==> src/rtl/cnt_int_ctrl.sv <==
// cnt_int_ctrl: two periodic timers plus a synchronized external edge source feeding one interrupt request FSM
// Ports:
//   clk, reset (async active-low)
//   stallE, cnt_intE, cnt_int_selE, cnt_int_disableE, cnt_valE : counter-interrupt command from E stage
//   ext_int     : asynchronous external (gun trigger) input
//   int_ack     : pipeline took the interrupt
//   rti_valid   : rti retired (stall-qualified)
//   whatint_rd  : whatint reading the cause word
//   int_req     : interrupt request, high only in REQ
//   int_cause   : {cause[1:0], 14'b0, missed[7:0], 5'b0, pending[2:0]}
//   in_service  : handler running
// Optional: define CNT_INT_MISSED_EN for per-timer saturating missed-tick counters in int_cause[15:8].
// SYNC_STAGES must be at least 2.
module cnt_int_ctrl #(
  parameter int CNT_W       = 32,
  parameter int SYNC_STAGES = 2
) (
  input  logic             clk,
  input  logic             reset,
  input  logic             stallE,
  input  logic             cnt_intE,
  input  logic             cnt_int_selE,
  input  logic             cnt_int_disableE,
  input  logic [CNT_W-1:0] cnt_valE,
  input  logic             ext_int,
  input  logic             int_ack,
  input  logic             rti_valid,
  input  logic             whatint_rd,
  output logic             int_req,
  output logic [31:0]      int_cause,
  output logic             in_service
);
  typedef enum logic [1:0] {IDLE, REQ, SERVICE} state_t;
  localparam logic [CNT_W-1:0] cnt_one = CNT_W'(1);
  state_t                  state_q, state_d;
  logic [1:0]              cause_q, cause_d;
  logic [1:0][CNT_W-1:0]   period_q, period_d, count_q, count_d;
  logic [1:0]              en_q, en_d;
  logic [2:0]              pend_q, pend_d;
  logic [SYNC_STAGES-1:0]  sync_q, sync_d;
  logic                    ext_prev_q, ext_prev_d;
  logic [1:0]              cmd_hit, cmd_load, tick;
  logic [2:0]              pend_clr;
  logic                    ext_edge, cause_pend;
  logic [7:0]              missed_sel;
  // A load with a zero period is treated as a disable.
  always_comb begin
    cmd_hit  = (cnt_intE & ~stallE) ? (cnt_int_selE ? 2'b10 : 2'b01) : 2'b00;
    cmd_load = cmd_hit & {2{~cnt_int_disableE & |cnt_valE}};
  end
  always_comb begin
    sync_d     = {sync_q[SYNC_STAGES-2:0], ext_int};
    ext_prev_d = sync_q[SYNC_STAGES-1];
    ext_edge   = sync_q[SYNC_STAGES-1] & ~ext_prev_q;
  end
  // Count runs 0..period-1; the tick fires on the last value, so the first
  // tick lands exactly `period` cycles after the load cycle. Commands win over ticks.
  always_comb begin
    period_d = period_q;
    count_d  = count_q;
    en_d     = en_q;
    tick     = '0;
    for (int i = 0; i < 2; i++) begin
      tick[i] = en_q[i] & (count_q[i] + cnt_one == period_q[i]);
      if (cmd_hit[i]) begin
        en_d[i]    = cmd_load[i];
        count_d[i] = '0;
        if (cmd_load[i]) period_d[i] = cnt_valE;
      end else if (en_q[i]) begin
        count_d[i] = tick[i] ? '0 : count_q[i] + cnt_one;
      end
    end
  end
  // New events override same-cycle clears so a tick coinciding with rti is not lost.
  always_comb begin
    pend_clr = '0;
    if (state_q == SERVICE && (whatint_rd || rti_valid) && cause_q != 2'd0)
      pend_clr[cause_q - 2'd1] = 1'b1;
    pend_clr[1:0] = pend_clr[1:0] | (cmd_hit & ~cmd_load);
    pend_d = (pend_q & ~pend_clr) | {ext_edge, tick & ~cmd_hit};
  end
  // REQ aborts on the next-cycle pending view so a disable drops int_req one cycle later.
  always_comb begin
    cause_pend = (cause_q == 2'd1) ? pend_d[0] : (cause_q == 2'd2) ? pend_d[1] : pend_d[2];
    state_d    = state_q;
    cause_d    = cause_q;
    int_req    = 1'b0;
    in_service = 1'b0;
    case (state_q)
      IDLE: begin
        if (|pend_q) begin
          state_d = REQ;
          cause_d = pend_q[0] ? 2'd1 : pend_q[1] ? 2'd2 : 2'd3;
        end
      end
      REQ: begin
        int_req = 1'b1;
        if (int_ack) begin
          state_d = SERVICE;
        end else if (!cause_pend) begin
          state_d = IDLE;
          cause_d = 2'd0;
        end
      end
      SERVICE: begin
        in_service = 1'b1;
        if (rti_valid) begin
          state_d = IDLE;
          cause_d = 2'd0;
        end
      end
      default: state_d = IDLE;
    endcase
  end
  always_ff @(posedge clk or negedge reset) begin
    if (!reset) begin
      state_q    <= IDLE;
      cause_q    <= '0;
      period_q   <= '0;
      count_q    <= '0;
      en_q       <= '0;
      pend_q     <= '0;
      sync_q     <= '0;
      ext_prev_q <= 1'b0;
    end else begin
      state_q    <= state_d;
      cause_q    <= cause_d;
      period_q   <= period_d;
      count_q    <= count_d;
      en_q       <= en_d;
      pend_q     <= pend_d;
      sync_q     <= sync_d;
      ext_prev_q <= ext_prev_d;
    end
  end
`ifdef CNT_INT_MISSED_EN
  logic [1:0][7:0] missed_q, missed_d;
  always_comb begin
    missed_d = missed_q;
    for (int i = 0; i < 2; i++) begin
      if (cmd_hit[i] || (state_q == SERVICE && whatint_rd && cause_q == 2'(i + 1)))
        missed_d[i] = '0;
      else if (tick[i] && pend_q[i] && missed_q[i] != 8'hff)
        missed_d[i] = missed_q[i] + 8'd1;
    end
    missed_sel = (cause_q == 2'd1) ? missed_q[0] : (cause_q == 2'd2) ? missed_q[1] : 8'd0;
  end
  always_ff @(posedge clk or negedge reset) begin
    if (!reset) missed_q <= '0;
    else missed_q <= missed_d;
  end
`else
  assign missed_sel = 8'd0;
`endif
  assign int_cause = {cause_q, 14'b0, missed_sel, 5'b0, pend_q};
endmodule

==> config.mk <==
export PLATFORM = sky130hd
export DESIGN_NAME = cnt_int_ctrl
export DESIGN_NICKNAME = d
export VERILOG_FILES = /design/src/rtl/cnt_int_ctrl.sv
export SDC_FILE = /design/constraint.sdc
export NUM_CORES = 1
export LEC_CHECK = 0
export BUFFER_PORTS_ARGS = -buffer_cell sky130_fd_sc_hd__buf_2
export CAP_MARGIN = 40
export CORE_AREA = 2 2 127 129
export CTS_CLUSTER_SIZE = 20
export DETAILED_ROUTE_END_ITERATION = 12
export DIE_AREA = 0 0 129 131
export PLACE_DENSITY = 0.79
export SETUP_SLACK_MARGIN = 0.3
export SKIP_CTS_REPAIR_TIMING = 1
export SYNTH_ARGS = -nofsm -noshare
export SYNTH_HDL_FRONTEND = slang
export SYNTH_SLANG_ARGS = --single-unit
==> constraint.sdc <==
create_clock -name clk -period 7.07 [get_ports clk]
set_input_delay 0.3535 -clock clk [delete_from_list [all_inputs] [get_ports clk]]
set_output_delay 0.3535 -clock clk [all_outputs]
set_load 0.05 [all_outputs]
==> metrics.yaml, run 1 <==
power_and_ir_drop:
  p_leak_uw: 0.00405
  powerDensity_nw_per_um2: 279
  ir_worst_vdd_mv: 0.215
sta:
  final_hold_viol_count: 0
  maxSlewViolCount: 0
  worstMarginPinSlew_ns: 0.771
  fin_skew_ns: 0.00661
  finalSetupViolations: 0
  fmax_ghz: 0.243
  period_needed_ns: 4.12
  whs_ns: 0.0437
  fin_crit_sh_pct: 58.3
  setup_tns_ns: 0
  relSlewSlack_pct: 48.1
  rsz0062_at_grt: "no"
setup_path:
  r2r_setup_slack_ns: 2.95
  cpPeakStageDelay_ns: 0.72
  crit_chain: "ha_1 -> nand3_2 -> or4_1 -> nor2_1 -> nand2_1 -> o21ai_0 -> nand4_1 -> nor3_2 -> nor4bb_2 -> o311ai_2 -> mux2_1"
  r2r_cells: 11
  crit_arrival_ns: 4.42
  timing.rr.end: "cause_q[1]"
  critPathCaptureType: "register"
  cp.required_ns: 7.37
  worstReg2RegStart: "count_q[32]"
  path_class: "reg2reg"
  path_max_fanout: 8
  start_kind: "register"
  cpMaxStageDelayCell: "or4_1"
cts:
  htree_levels: 4
  cts_tree: "built"
  cts_buffers: 17
  insertion_delay_ns: 0.42
  ctsRootBufferMaster: "clkbuf_16"
  clk_pin_slew_ns: 0.06
  clockBufferDepth: 2
  cts_sinks: 140
finish:
  drive_above_1_share_pct: 19.5
  fin_util_pct: 63.8
  multi_input_area_um2: 5110
  regArea_um2: 3500
  antenna_cells: 0
  fillers: 1276
  num-nets-final: 1026
  area_delta_synth_final_pct: 9.35
  final_common_cell: "dfrtp_1"
  final_cell_mix: "140 x dfrtp_1, 69 x nand2_1, 66 x o21ai_0"
floorplan:
  die_x_um: 129
  die-area_um2: 16900
  die_h_um: 131
  start_util_pct: 58.3
  core_area_um2: 15600
  ios: 76
  rows: 46
global_routing:
  grt-ovfl-total: 0
  grtUsageTotal_pct: 27.5
  grt_pass1_wl_um: 36400
  antenna_found_initial: 0
  grt_pass1_vias: 6907
  grt_max_degree: 69
placement:
  io_buffer_count: 48
  dp_hpwl_um: 15900
  gp_congestion: 0.982
synth:
  synth_ff_type: "dfrtp_1"
  yosys_warnings: 0
  ys_seq_elements: 140
  synth_top_cell_area_share_pct: 38.5
  synth_edf_count: 0
  synth_top_area_cell: "dfrtp_1"
  synth.distinct_cells: 84
  synth.avg_cell_area_um2: 9.43
  syn_inst: 965
  syn_area_um2: 9100
  seq_area_frac_synth_pct: 38.5
  synth_top_cells_by_area: "dfrtp_1 39%, mux2_2 8.0%, xnor2_1 4.6%"
  async_flop_share_pct: 100
worst_hold_path:
  hp-class: "in2reg"
  min-delay-start: "ext_int"
  holdPathEnd: "sync_q[0]"
  hold_depth: 1
status:
  outcome: "completed"
routing:
  first_pass_iters: 5
  via_count: 7663
  routed_wl_um: 22200
  wire_per_inst_um: 18.4
  drc_errors: 0
  dr.first_iter.drc_count: 885
  viasPerCell: 6.35
  detail-route-antenna-nets: 0
run:
  cap_violations: 0
layer usage:
| metal | global-route usage (%) | wire length [µm] | vias up | share of wire, % |
|---|---|---|---|---|
| met1 | 39.9 | 10000 | 3715 | 45 |
| met3 | 5.29 | 1570 | 47 | 7.1 |
| met4 | 10.1 | 562 | 0 | 2.5 |
| met2 | 41.3 | 10000 | 336 | 45 |
| met5 | 0 | 0 | - | 0 |
| li1 | - | - | 3565 | - |
final cells by class:
type                    count  area share (%)
multi-input cells         740            51.4
flip-flops and latches    140            35.2
clock buffers              19            4.55
repair buffers             58            3.46
well taps                 216            2.72
clock inverters            13            1.87
inverters                  21           0.792
sequential cells by signal (all words and copies together), names as in the netlist:
| register | count |
|---|---|
| ext_prev_q | 1 |
| cause_q | 2 |
| period_q | 64 |
| state_q | 2 |
| count_q | 64 |
| sync_q | 2 |
| en_q | 2 |
| pend_q | 3 |
per-stage QoR:
| stage | cell area (µm²) | cells | power, µW | setup WS [ns] |
|---|---|---|---|---|
| 5_1_grt | 9950 | 1207 | 2920 | 2.55 |
| 2_1_floorplan | 9190 | 991 | 1630 | 3.79 |
| 3_5_place_dp | 9300 | 1174 | 1810 | 3.05 |
| 4_1_cts | 9940 | 1206 | 2780 | 3.03 |
| 3_3_place_gp | 9270 | 1173 | 1780 | 3.18 |
| 6_report | 9950 | 1207 | 2780 | 2.95 |
cell families (layout without fill, tap and decap cells):
| family | after synthesis | after routing | share of synthesized area, % |
|---|---|---|---|
| AO/OA/AOI/OAI | 232 | 232 | 16.9 |
| XOR/XNOR | 76 | 76 | 7.32 |
| adder cells (fa/ha/maj) | 6 | 6 | 0.825 |
| buffers and inverters | 111 | 111 | 6.45 |
| flip-flops | 140 | 140 | 38.5 |
| multiplexers | 73 | 73 | 8.97 |
| other | 1 | 27 | 0.0412 |
| AND/OR/NAND/NOR | 326 | 326 | 21.0 |
worst max path at each step:
stage | from | endpoint | cells past startpoint
3_5_place_dp | count_q[32] | cause_q[1] | 11
3_3_place_gp | count_q[32] | cause_q[1] | 11
2_1_floorplan | count_q[7] | state_q[0] | 13
5_1_grt | count_q[32] | count_q[38] | 12
6_report | count_q[32] | cause_q[1] | 11
4_1_cts | count_q[32] | cause_q[1] | 11
worst max-delay path, delay by kind of cell, from the launching register on:
family	cells	cell delay (ns)
multiplexers	1	0.39
adder cells (fa/ha/maj)	1	0.34
AO/OA/AOI/OAI	2	0.57
flip-flops	1	0.51
AND/OR/NAND/NOR	7	2.18
power by group:
group / total (µW) / switching [µW] / internal (µW)
sequential: 1070 / 150 / 921
clock: 967 / 355 / 612
combinational: 739 / 429 / 310
Yosys cell counts, drive strengths merged (20+ instances only):
master / n
mux2: 68
o21ai: 67
nor2: 53
xor2: 28
nor4: 27
nor3: 25
a31oi: 34
dfrtp: 140
nand3: 41
a21oi: 37
clkbuf: 20
xnor2: 48
nand2: 69
nand4: 28
inv: 21
buf: 70
Power figures use the tool's default switching activity.
==> inputs of run 2 (changes only) <==
CORE_AREA = 2 2 132 134   (was 2 2 127 129)
DIE_AREA = 0 0 134 136   (was 0 0 129 131)
PLACE_DENSITY = 0.77   (was 0.79)
clock period = 3.5 ns   (was 7.07 ns; I/O delays follow)
==> run 2 against run 1 <==
Against the previous run: sequential power is 100% higher; sequential share of layout area is 2.8 points lower; wire length is 16% higher; combinational power is 150% higher; clock skew is 0.0020 ns higher; fmax is 22% higher; largest power group unchanged; final cell count is 6.7% higher; global-route usage is 0.15 points lower.
==> metrics.yaml, run 2 (synthesized netlist as in run 1, its figures left out) <==
cts:
  insertion_delay_ns: 0.42  # about the same
  cts_sinks: 140  # unchanged
  cts_buffers: 17  # unchanged
  htree_levels: 4  # unchanged
  clk_pin_slew_ns: 0.06  # about the same
  clockBufferDepth: 2  # unchanged
  ctsRootBufferMaster: "clkbuf_16"  # unchanged
  cts_tree: "built"  # unchanged
sta:
  period_needed_ns: 3.38  # was 4.12 ns
  setup_tns_ns: 0  # unchanged
  fin_crit_sh_pct: 96.7  # was 58.3%
  maxSlewViolCount: 0  # unchanged
  whs_ns: 0.0352  # was 0.0437 ns
  relSlewSlack_pct: 40.7  # was 48.1%
  fmax_ghz: 0.296  # was 0.243 GHz
  fin_skew_ns: 0.00857  # was 0.00661 ns
  final_hold_viol_count: 0  # unchanged
  worstMarginPinSlew_ns: 0.889  # was 0.771 ns
  rsz0062_at_grt: "yes"  # was no
  finalSetupViolations: 0  # unchanged
global_routing:
  antenna_found_initial: 0  # unchanged
  groute.layer.met2.usage_pct: 44.2  # was 41.3%
  grt-ovfl-total: 0  # unchanged
  grt_max_degree: 92  # was 69
  grt-busiest-layer: "met2"  # unchanged
  grt.met1_usage_pct: 38.3  # was 39.9%
  use_met3_pct: 4.92  # was 5.29%
  grt_pass1_vias: 7502  # was 6,907
  grt_pass1_wl_um: 39100  # was 36,400 µm
  grtUsageTotal_pct: 27.4  # was 27.5%
finish:
  antenna_cells: 0  # unchanged
  top_regs: "count_q x64, period_q x64, pend_q x3"  # unchanged
  num-nets-final: 1099  # was 1,026
  final_cell_mix: "125 x dfrtp_1, 72 x buf_4, 69 x nand2_1"  # was 140 x dfrtp_1, 69 x nand2_1, 66 x o21ai_0
  area_delta_synth_final_pct: 19.4  # was 9.35%
  drive_above_1_share_pct: 29.3  # was 19.5%
  final_common_cell: "dfrtp_1"  # unchanged
  stdcell_count: 1288  # was 1,207
power_and_ir_drop:
  pwr-share-seq_pct: 37.3  # was 38.6%
  powerDensity_nw_per_um2: 528  # was 279 nW/µm²
  combPwrFrac_pct: 31.7  # was 26.6%
  total_power_uw: 5740  # was 2780 µW
  internal-power_uw: 3770  # was 1840 µW
  ir_worst_vdd_mv: 0.492  # was 0.215 mV
  switching_share_pct: 34.3  # was 33.6%
  p_leak_uw: 0.00448  # was 0.00405 µW
  pwr-share-clk_pct: 30.9  # was 34.8%
  p_sw_uw: 1970  # was 934 µW
floorplan:
  core_area_um2: 16900  # was 15,600 µm²
  ios: 76  # unchanged
  rows: 48  # was 46
  die_x_um: 134  # was 129 µm
  start_util_pct: 53.9  # was 58.3%
  die-area_um2: 18200  # was 16,900 µm²
  die_h_um: 136  # was 131 µm
setup_path:
  worstReg2RegStart: "count_q[1]"  # was count_q[32]
  path_class: "reg2reg"  # unchanged
  worst-path-buf-inv: 2  # was 0
  critPathCaptureType: "register"  # unchanged
  r2r_setup_slack_ns: 0.12  # was 2.95 ns
  r2r_cells: 12  # was 11
  cp.required_ns: 3.81  # was 7.37 ns
  cpMaxStageDelayCell: "or4_4"  # was or4_1
  crit_arrival_ns: 3.69  # was 4.42 ns
  path_max_fanout: 6  # was 8
  start_kind: "register"  # unchanged
  timing.rr.end: "state_q[0]"  # was cause_q[1]
  cpPeakStageDelay_ns: 0.52  # was 0.72 ns
  crit_chain: "and4_4 -> nand3_4 -> buf_6 -> or4_4 -> o21ai_1 -> a21boi_1 -> o21a_2 -> nor4b_4 -> buf_4 -> a21oi_4 -> o41ai_4 -> mux2_4"  # was ha_1 -> nand3_2 -> or4_1 -> nor2_1 -> nand2_1 -> o21ai_0 -> nand4_1 -> nor3_2 -> nor4bb_2 -> o311ai_2 -> mux2_1
  cp_top_family: "simple AND/OR/NAND/NOR gates"  # unchanged
placement:
  dp_hpwl_um: 17700  # was 15,900 µm
  io_buffer_count: 48  # unchanged
  gp_congestion: 0.965  # was 0.982
  dp.cells: 1238  # was 1,174
routing:
  dr.first_iter.drc_count: 899  # was 885
  viasPerCell: 6.39  # was 6.35
  detail-route-antenna-nets: 0  # unchanged
  first_pass_iters: 6  # was 5
  via_count: 8233  # was 7,663
  drc_errors: 0  # unchanged
  wire_per_inst_um: 20.0  # was 18.4 µm
  routed_wl_um: 25800  # was 22,200 µm
worst_hold_path:
  hold_depth: 2  # was 1
  min-delay-start: "cnt_valE[24]"  # was ext_int
  hp-class: "in2reg"  # unchanged
  holdPathEnd: "period_q[24]"  # was sync_q[0]
status:
  outcome: "completed"  # unchanged
run:
  cap_violations: 0  # unchanged
run 2: changes by cell type in the layout (fill, tap and decap cells not counted), sizes merged:
cell,previous run,this run
dlygate4sd3,1,2
nand4,28,29
buf,57,125
bufinv,4,2
clkbuf,19,28
clkinv,4,3
inv,25,21
run 2: area by class of cell:
cell class	count	area, µm²
clock buffers	25	485
clock inverters	6	86.3
fillers	1308	6020
inverters	21	78.8
multi-input cells	741	5440
flip-flops and latches	140	3520
well taps	225	282
repair buffers	130	965
run 2: metal layers:
| metal | vias to the layer above | part of all wire [%] |
|---|---|---|
| met5 | - | 0 |
| met4 | 0 | 1.6 |
| met3 | 39 | 7.9 |
| met2 | 410 | 47 |
| met1 | 4077 | 43 |
| li1 | 3707 | - |
run 2: worst max path at each step:
stage | start | to | slack, ns | depth (start not counted)
2_1_floorplan | count_q[16] | state_q[0] | 0.30 | 12
3_3_place_gp | count_q[2] | state_q[0] | -0.03 | 12
3_5_place_dp | count_q[2] | state_q[0] | -0.08 | 12
4_1_cts | count_q[0] | state_q[0] | -0.12 | 12
5_1_grt | count_q[0] | state_q[0] | 0.03 | 11
6_report | count_q[1] | state_q[0] | 0.12 | 12
run 2: metrics by stage:
| step | setup slack, ns | cell area, µm² | utilization [%] |
|---|---|---|---|
| floorplan | 0.304 | 9250 | - |
| global placement | -0.0269 | 9760 | 57.8 |
| detailed placement | -0.0777 | 9760 | 57.8 |
| CTS | -0.116 | 10300 | 61.2 |
| global route | 0.0262 | 10900 | 64.3 |
| finish | 0.117 | 10900 | 64.3 |
run 2: worst register-to-register path, delay by kind of cell (launching register included):
kind                   cells  cell delay (ns)
and+or+nand+nor            4             1.27
muxes                      1             0.33
AOI/OAI and AO/OA          5             0.89
buffers and inverters      2             0.33
DFF                        1             0.44
run 2: power groups by stage:
stage                     sequential [µW]  combinational (µW)  clock [µW]
after floorplan                      2120                1190           0
after global placement               2140                1550           0
after detailed placement             2150                1590           0
after CTS                            2130                1600        1790
after global routing                 2170                1960        1860
final                                2140                1820        1780
